==> src/rtl/riego_pkg.sv <==
// Shared types and helpers for the irrigation scheduler: FSM encoding,
// per-plant humidity thresholds, watering hour windows and BCD validation/conversion.
package riego_pkg;

    typedef enum logic [2:0] {
        IDLE   = 3'd0,
        EVAL   = 3'd1,
        RIEGO  = 3'd2,
        ESPERA = 3'd3,
        FALLA  = 3'd4
    } estado_t;

    // Half-open hour windows [INI, FIN) in which watering is allowed
    localparam logic [4:0] VENT_A_INI = 5'd6;
    localparam logic [4:0] VENT_A_FIN = 5'd10;
    localparam logic [4:0] VENT_B_INI = 5'd18;
    localparam logic [4:0] VENT_B_FIN = 5'd21;

    function automatic logic [6:0] umbral(input logic [3:0] tipo);
        logic [6:0] thr;
        case (tipo)
            4'd0:    thr = 7'd20;
            4'd1:    thr = 7'd30;
            4'd2:    thr = 7'd45;
            4'd3:    thr = 7'd60;
            4'd4:    thr = 7'd55;
            default: thr = 7'd40;
        endcase
        return thr;
    endfunction

    function automatic logic en_ventana(input logic [4:0] hh);
        return ((hh >= VENT_A_INI) && (hh < VENT_A_FIN)) ||
               ((hh >= VENT_B_INI) && (hh < VENT_B_FIN));
    endfunction

    // Every nibble of {humedad, hora} must be a legal BCD digit
    function automatic logic bcd_ok(input logic [27:0] v);
        logic ok;
        ok = 1'b1;
        for (int i = 0; i < 7; i++) begin
            if (v[i*4 +: 4] > 4'd9) ok = 1'b0;
        end
        return ok;
    endfunction

    function automatic logic [9:0] bcd3_bin(input logic [11:0] b);
        return {6'd0, b[11:8]} * 10'd100 + {6'd0, b[7:4]} * 10'd10 + {6'd0, b[3:0]};
    endfunction

    function automatic logic [6:0] bcd2_bin(input logic [7:0] b);
        return {3'd0, b[7:4]} * 7'd10 + {3'd0, b[3:0]};
    endfunction

endpackage

==> src/rtl/riego_sync_flanco.sv <==
// Purpose: 2-FF synchronizer for an asynchronous level plus rising-edge pulse.
// Latency: pulso_o asserts for one clk, 2 clk after d_i rises.
// Backpressure: none; a held-high level yields a single pulse.
module sync_flanco (
    input  logic clk,
    input  logic rst_n,
    input  logic d_i,
    output logic pulso_o
);

    logic s1_q, s2_q, s3_q;

    always_ff @(posedge clk or negedge rst_n) begin
        if (!rst_n) begin
            s1_q <= 1'b0;
            s2_q <= 1'b0;
            s3_q <= 1'b0;
        end else begin
            s1_q <= d_i;
            s2_q <= s1_q;
            s3_q <= s2_q;
        end
    end

    assign pulso_o = s2_q & ~s3_q;

endmodule

==> src/rtl/riego_scheduler.sv <==
// Purpose: validates decoder frames and runs timed pump/soak cycles with dry-frame lockout.
// Latency: listo rise -> bomba rise in 5 clk (sync 2, capture 1, EVAL 1, RIEGO 1).
// Backpressure: none; frames arriving while busy are held in one pending slot, last wins.
module riego_scheduler
    import riego_pkg::*;
#(
    parameter int PRESC      = 50000,
    parameter int T_RIEGO    = 10,
    parameter int T_ESPERA   = 30,
    parameter int MAX_CICLOS = 3
) (
    input  logic        clk,
    input  logic        rst_n,
    input  logic        listo,
    input  logic [11:0] humedad,
    input  logic [15:0] hora,
    input  logic [3:0]  tipoPlanta,
    output logic        bomba,
    output logic        ocupado,
    output logic        error_dato,
    output logic        falla,
    output logic [2:0]  ciclos
);

    localparam int PW = (PRESC > 1) ? $clog2(PRESC) : 1;

    estado_t     state_q, state_d;
    logic        pend_q, pend_d;
    logic [6:0]  hum_q;
    logic [4:0]  hh_q;
    logic [3:0]  tipo_q;
    logic [2:0]  ciclos_q, ciclos_d;
    logic [PW-1:0] pre_q, pre_d;
    logic [15:0] tick_q, tick_d;
    logic        err_q;

    logic        frame_evt;
    logic [9:0]  hum_raw;
    logic [6:0]  hh_raw, mm_raw;
    logic        valido, captura, tick;

    sync_flanco u_sync (
        .clk     (clk),
        .rst_n   (rst_n),
        .d_i     (listo),
        .pulso_o (frame_evt)
    );

    assign hum_raw = bcd3_bin(humedad);
    assign hh_raw  = bcd2_bin(hora[15:8]);
    assign mm_raw  = bcd2_bin(hora[7:0]);
    assign valido  = bcd_ok({humedad, hora}) && (hum_raw <= 10'd100) &&
                     (hh_raw <= 7'd23) && (mm_raw <= 7'd59);
    assign captura = frame_evt && valido;
    assign tick    = (pre_q == PW'(PRESC - 1));

    always_comb begin
        state_d  = state_q;
        pend_d   = pend_q;
        ciclos_d = ciclos_q;
        pre_d    = pre_q;
        tick_d   = tick_q;
        case (state_q)
            IDLE: begin
                if (pend_q) begin
                    state_d = EVAL;
                    pend_d  = 1'b0;
                end
            end
            EVAL: begin
                if (hum_q >= umbral(tipo_q)) begin
                    ciclos_d = 3'd0;
                    state_d  = IDLE;
                end else if (!en_ventana(hh_q)) begin
                    state_d = IDLE;
                end else if (ciclos_q == 3'(MAX_CICLOS)) begin
                    state_d = FALLA;
                end else begin
                    ciclos_d = ciclos_q + 3'd1;
                    state_d  = RIEGO;
                    pre_d    = '0;
                    tick_d   = '0;
                end
            end
            RIEGO, ESPERA: begin
                // Timers restart on every phase entry so each phase is exactly N*PRESC clk
                if (tick) begin
                    pre_d = '0;
                    if (state_q == RIEGO && tick_q == 16'(T_RIEGO - 1)) begin
                        state_d = ESPERA;
                        tick_d  = '0;
                    end else if (state_q == ESPERA && tick_q == 16'(T_ESPERA - 1)) begin
                        state_d = IDLE;
                        tick_d  = '0;
                    end else begin
                        tick_d = tick_q + 16'd1;
                    end
                end else begin
                    pre_d = pre_q + PW'(1);
                end
            end
            FALLA: state_d = FALLA;
            default: state_d = IDLE;
        endcase
        // A new frame outranks the IDLE clear so it is never lost; lockout ignores frames
        if (captura && state_q != FALLA) pend_d = 1'b1;
    end

    always_ff @(posedge clk or negedge rst_n) begin
        if (!rst_n) begin
            state_q  <= IDLE;
            pend_q   <= 1'b0;
            hum_q    <= '0;
            hh_q     <= '0;
            tipo_q   <= '0;
            ciclos_q <= '0;
            pre_q    <= '0;
            tick_q   <= '0;
            err_q    <= 1'b0;
        end else begin
            state_q  <= state_d;
            pend_q   <= pend_d;
            ciclos_q <= ciclos_d;
            pre_q    <= pre_d;
            tick_q   <= tick_d;
            err_q    <= frame_evt && !valido;
            if (captura) begin
                hum_q  <= hum_raw[6:0];
                hh_q   <= hh_raw[4:0];
                tipo_q <= tipoPlanta;
            end
        end
    end

    assign bomba      = (state_q == RIEGO);
    assign ocupado    = (state_q == RIEGO) || (state_q == ESPERA);
    assign falla      = (state_q == FALLA);
    assign error_dato = err_q;
    assign ciclos     = ciclos_q;

endmodule

==> config.mk <==
export PLATFORM = sky130hd
export DESIGN_NAME = riego_scheduler
export DESIGN_NICKNAME = d
export VERILOG_FILES = /design/src/rtl/riego_pkg.sv /design/src/rtl/riego_sync_flanco.sv /design/src/rtl/riego_scheduler.sv
export SDC_FILE = /design/constraint.sdc
export NUM_CORES = 1
export LEC_CHECK = 0
export ABC_AREA = 1
export BUFFER_PORTS_ARGS = -buffer_cell sky130_fd_sc_hd__buf_2
export CAP_MARGIN = 20
export CORE_UTILIZATION = 45
export CTS_CLUSTER_SIZE = 30
export DETAILED_ROUTE_END_ITERATION = 6
export SETUP_SLACK_MARGIN = 0.05
export SLEW_MARGIN = 20
export SYNTH_ARGS = -nofsm -noshare
export SYNTH_HDL_FRONTEND = slang
export SYNTH_HIERARCHICAL = 1
export SYNTH_SLANG_ARGS = --single-unit
==> constraint.sdc <==
create_clock -name clk -period 3.1 [get_ports clk]
set_input_delay 0.155 -clock clk [delete_from_list [all_inputs] [get_ports clk]]
set_output_delay 0.155 -clock clk [all_outputs]
set_load 0.05 [all_outputs]
; After elaboration in Yosys (flattened, before gate mapping)
; Index checks and enable logic that the tools add are counted.
[totals]
register_bits = 59
latchBits = 0
mem_bits_rw = 0
rom_bits = 0
inputBits = 35
out_inout_bits = 7
elab_cells = 114
mem_count = 0
[classes]
addsub = 7
n_mul = 4
div = 0
magnitude_cmp = 15
eq_ne = 20
shifts = 0
muxes = 31
bitwise = 2
reduce_logical = 23
[op_table]
columns = op, count
row1 = 2-to-1 mux 16 bit, 7
row2 = one-hot mux 16 bit (2 select lines), 2
row3 = adder 16 x 1 -> 16 bit (second input constant), 2
row4 = 2-to-1 mux 3 bit, 10
row5 = one-hot mux 6 bit (5 select lines), 1
row6 = greater-than comparator 4 bit (second input constant), 7
row7 = == test 16 bit (second input constant), 1
row8 = == test 16 x 4 -> 1 bit (second input constant), 1
row9 = == test 16 x 5 -> 1 bit (second input constant), 1
row10 = adder 7 x 4 -> 7 bit, 2
row11 = multiplier 4 x 3 -> 6 bit (second input constant), 2
row12 = inequality test 2 bit (second input constant), 6
row13 = one-hot mux 3 bit (4 select lines), 1
row14 = adder 10 x 4 -> 10 bit, 1
row15 = adder 10 x 8 -> 10 bit, 1
row16 = <= comparator 10 x 7 -> 1 bit (second input constant), 1
row17 = logical AND 1 bit, 10
row18 = == test 3 x 2 -> 1 bit (second input constant), 3
row19 = 2-to-1 mux 1 bit, 9
row20 = == test 4 x 2 -> 1 bit (second input constant), 2
row21 = multiplier 4 x 5 -> 8 bit (second input constant), 1
row22 = >= comparator 7 bit, 1
row23 = <= comparator 7 x 5 -> 1 bit (second input constant), 1
row24 = <= comparator 7 x 6 -> 1 bit (second input constant), 1
row25 = 23 further kinds, 28

; Logic depth before layout (Yosys ltp)
[depth]
word_depth = 14
ltp_mapped = 19
depth_no_buf = 18

; By module
; Netlist, hierarchy kept.
[modules_own_cells]
columns = module, instances, cells_each, area_each_um2, seq_area_each_um2
row1 = riego_scheduler, 1, 658, 4843.4, 1401.3
row2 = sync_flanco, 1, 5, 85.1, 75.1

; Worst setup path after synthesis
; OpenSTA, ideal clock, no wires.
[synth_timing]
kind = input -> register
from = in humedad[9]
to = reg tipo_q[0]
setup_time_ns = 0.117
t_arrival_ns = 2.924
required_ns = 2.983
setup_slack_ns = 0.059
path_stages = 17
n_path_buf = 1
path_cell_list = inv_1 > ha_1 > ha_1 > inv_1 > fa_1 > inv_1 > ha_1 > ha_1 > nand2_1 > inv_1 > a21oi_1 > nand3_1 > a21oi_4 > nand4_4 > buf_6 > nand2_1 > nand2_1
[synth_via]
elab_chain_cells = 8
word_cells_on_any_way = 10
cone_classes = add/sub: 2 / mul: 1 / order compare: 2 / mux: 1 / reduce/logical: 4
[synth_lines]
columns = element, line_no
row1 = from (decl), riego_scheduler.sv:15  ; input logic [11:0] humedad,
row2 = multiplier 4 x 5 -> 8 bit, riego_pkg.sv:48  ; return {6'd0, b[11:8]} * 10'd100 + {6'd0, b[7:4]} * 10'd10 + {6'd0, b[3:0]};
row3 = adder 10 x 8 -> 10 bit, riego_pkg.sv:48
row4 = adder 10 x 4 -> 10 bit, riego_pkg.sv:48
row5 = <= comparator 10 x 7 -> 1 bit, riego_scheduler.sv:52  ; assign valido = bcd_ok({humedad, hora}) && (hum_raw <= 10'd100) &&
row6 = logical AND 1 bit * (2 in series), riego_scheduler.sv:52
row7 = logical AND 1 bit *, riego_scheduler.sv:53  ; (hh_raw <= 7'd23) && (mm_raw <= 7'd59);
row8 = logical AND 1 bit *, riego_scheduler.sv:54  ; assign captura = frame_evt && valido;
row9 = to (signal assigned), riego_scheduler.sv:130  ; tipo_q <= tipoPlanta;
row10 = to (decl), riego_scheduler.sv:31  ; logic [3:0] tipo_q;
; Every way passes the cells marked *; elsewhere a longest branch is shown, timed or not.
; A chain may end at the register's enable or synchronous reset.

; Worst setup path in the final report
[layout_timing]
from = in humedad[5]
to = reg hum_q[2]
[layout_via]
elab_chain_cells = 8
word_cells_on_any_way = 11
cone_classes = add/sub: 2 / mul: 1 / order compare: 2 / mux: 2 / reduce/logical: 4
[layout_lines]
columns = element, line_no
row1 = multiplier 4 x 3 -> 7 bit, riego_pkg.sv:48
row2 = adder 10 x 8 -> 10 bit, riego_pkg.sv:48
row3 = adder 10 x 4 -> 10 bit, riego_pkg.sv:48
row4 = <= comparator 10 x 7 -> 1 bit, riego_scheduler.sv:52
row5 = logical AND 1 bit (2 in series), riego_scheduler.sv:52
row6 = logical AND 1 bit, riego_scheduler.sv:53
row7 = logical AND 1 bit, riego_scheduler.sv:54
row8 = to (signal assigned), riego_scheduler.sv:128  ; hum_q <= hum_raw[6:0];
row9 = to (decl), riego_scheduler.sv:29  ; logic [6:0] hum_q;
; Several ways; a longest one is shown, not always the timed one.

==> flow_summary.yaml <==
critical_path:
  criticalPathCategory: "in2reg"
  rrSetupSlack_ns: 0.44
  startpoint_type: "input pin"
  worstPathRequired_ns: 3.33
  crit_path_end_kind: "register"
  arrival_ns: 3.10
  ff2ff_path_depth: 13
  worst-path-max-fanout: 8
placed_design:
  dp_hpwl_mm: 8.27
  port_buffers: 40
  dp.cells: 846
  routabilityCongestion: 0.805
final_layout:
  final_common_cell: "nand2_1"
  area_delta_synth_final_pct: 15.3
  nets: 818
  fin_cells: 865
  diodes: 0
  num-fill-cells: 1055
  drive_gt1_share_pct: 15.4
  mostFrequentLayoutCells: "nand2_1, inv_1, dfrtp_1, nor2_1, ha_1"
drt:
  wl_met2_mm: 4.91
  drc: 0
  wire_per_inst_microns: 12.1
  drtAntennaViolNets: 0
  first_iter_violations: 178
  first_pass_iters: 4
  wirelength_met1_mm: 5.09
  wl_mm: 10.5
  dr_total_vias: 4374
  vias_per_cell: 5.06
  wl_met3_microns: 367
  top_layer_used: "met4"
global_routing:
  grt_pass1_vias: 4123
  grt_max_degree: 38
  antenna_found_initial: 0
  grt-ovfl-total: 0
  track_usage_pct: 19.9
  grt_pass1_wl_mm: 18.3
logic_synthesis:
  synth_area_sq_um: 4930
  synth-seq-cells: 59
  syn_inst: 663
  seq_area_frac_synth_pct: 30.0
  ys_warn_count: 6
  synth-async-reset-ratio_pct: 100
  synth_edf_count: 0
  synth_nets: 757
  ys.flop_type: "dfrtp_1"
  synth.distinct_cells: 41
  avgSynthCellArea_sq_um: 7.43
clock_tree:
  worst_skew_pair.late_latency_ns: 0.35
  cts.sink_count: 59
  clockBufferDepth: 2
  tritoncts.num_buffers: 9
  htreeDepth: 3
  clk_pin_slew_ns: 0.07
  tritoncts: "yes"
  cts_root_buffer: "clkbuf_8"
power_and_ir_drop:
  p_leak_nw: 2.89
  irDropWorstVdd_uv: 286
  p_per_area_nw_per_um2: 475
  design_power_total_w: 0.00270
status:
  outcome: "complete, no violations"
min_path:
  hold_path_depth: 3
  hp-class: "in2reg"
floorplan:
  die_h_microns: 107
  die_area_sq_um: 11400
  fp-row-count: 37
  fp.coreArea_sq_um: 10500
  ios: 42
  start_util_pct: 47.1
  die_x_microns: 107
sta:
  max_freq_ghz: 0.348
  skew_ns: 0.0120
  rsz0062_at_grt: "no"
  hold_viol_final: 0
  period_share_pct: 92.7
  slew_viol_final: 0
  tightest_slew_ns: 0.529
  post-route-min-period_ns: 2.87
  slew_headroom_pct: 64.7
  setup_viol_count_final: 0
run:
  cap_violations: 0
-- power by group --
group	switching (W)	internal, W
clock network	0.000324	0.000557
registers	0.0000613	0.000841
logic	0.000556	0.000362
total	0.000941	0.00176
-- synth_stat cells, types with 3 or more instances --
library cell | number | area [sq um]
nand2_1 | 179 | 672
inv_1 | 77 | 289
dfrtp_1 | 59 | 1480
nor2_1 | 57 | 214
ha_1 | 50 | 626
nand3_1 | 39 | 195
nand4_1 | 37 | 231
o21ai_1 | 26 | 130
xor2_1 | 18 | 158
o21ai_0 | 15 | 75.1
a21oi_1 | 10 | 50.1
nor3_1 | 10 | 50.1
fa_1 | 9 | 180
inv_2 | 7 | 26.3
or2_1 | 7 | 43.8
nand2_2 | 6 | 37.5
or2_2 | 5 | 31.3
buf_2 | 4 | 20.0
nand3b_1 | 4 | 30.0
o22ai_1 | 4 | 25.0
xnor2_1 | 4 | 35.0
buf_4 | 3 | 22.5
buf_6 | 3 | 33.8
nand3_2 | 3 | 30.0
nor2_2 | 3 | 18.8
nor3_2 | 3 | 30.0
nor4_1 | 3 | 18.8
-- path summary, 6_finish.rpt --
kind / end / start
hold reg to reg: u_sync/s2_q / u_sync/s1_q
max in group asynchronous: hh_q[2] / rst_n
min in group asynchronous: tick_q[10] / rst_n
hold / removal: hh_q[0] / hora[8]
setup reg to reg: pre_q[9] / tipo_q[1]
setup / recovery: hum_q[2] / humedad[5]
-- repair_timing --
| item | in CTS | in global routing |
|---|---|---|
| setup endpoints to repair | 0 | 15 |
| gates resized for setup | 0 | 4 |
| buffers inserted | 0 | 0 |
| endpoints found under the hold margin | 23 | 0 |
| hold buffers | 2 | 0 |
-- flip-flops by register name, summed over array words and instances, names as in the netlist --
name         flops
u_sync/s2_q      1
pre_q           16
tick_q          16
tipo_q           4
ciclos           3
hh_q             5
hum_q            7
state_q          3
pend_q           1
u_sync/s3_q      1
u_sync/s1_q      1
error_dato       1
-- logic make-up after synthesis --
kind of cell / share of synthesized area [%]
AND/OR/NAND/NOR: 34.3
XOR/XNOR: 3.91
adder cells (fa/ha/maj): 16.3
flip-flops: 30.0
buffers and inverters: 8.10
AO/OA/AOI/OAI: 7.34
-- routing by layer --
metal | vias to the layer above | track usage, %
met5 | - | 0
met4 | 0 | 6.46
met3 | 12 | 2.86
met2 | 86 | 33.5
met1 | 1962 | 26.4
li1 | 2314 | -
-- layout make-up --
class	instances	area (sq um)	share of cell area, %
clock buffer	10	138	2.42
timing repair buffer	61	392	6.89
clock inverter	6	111	1.96
tap	136	170	2.99
inverter	84	315	5.55
multi-input combinational	509	3080	54.2
sequential	59	1480	26.0
-- critical path: stages --
cell	delay (ns)
buf_2	0.11
ha_1	0.29
ha_1	0.22
fa_1	0.38
xor2_1	0.16
ha_1	0.28
ha_1	0.35
nand2_1	0.09
inv_1	0.09
nand4_1	0.10
nand3_1	0.09
nand2_1	0.06
nand2_1	0.07
inv_1	0.06
nor2_2	0.23
nand4_4	0.21
nand2_2	0.11
nand2_1	0.05
-- stage by stage --
step / util (%) / setup slack, ns / hold WS (ns) / setup TNS [ns] / instance area (sq um)
after floorplan: - / 0.0595 / -0.141 / 0 / 4930
after global placement: 51.4 / -0.0797 / 0.163 / -1.20 / 5380
after detailed placement: 51.4 / -0.137 / 0.169 / -2.05 / 5380
after CTS: 54.0 / 0.225 / 0.0455 / 0 / 5650
after global routing: 54.3 / 0.0459 / 0.0778 / 0 / 5680
final: 54.3 / 0.228 / 0.0570 / 0 / 5680
Note: power is estimated with default switching activity, not from simulation.
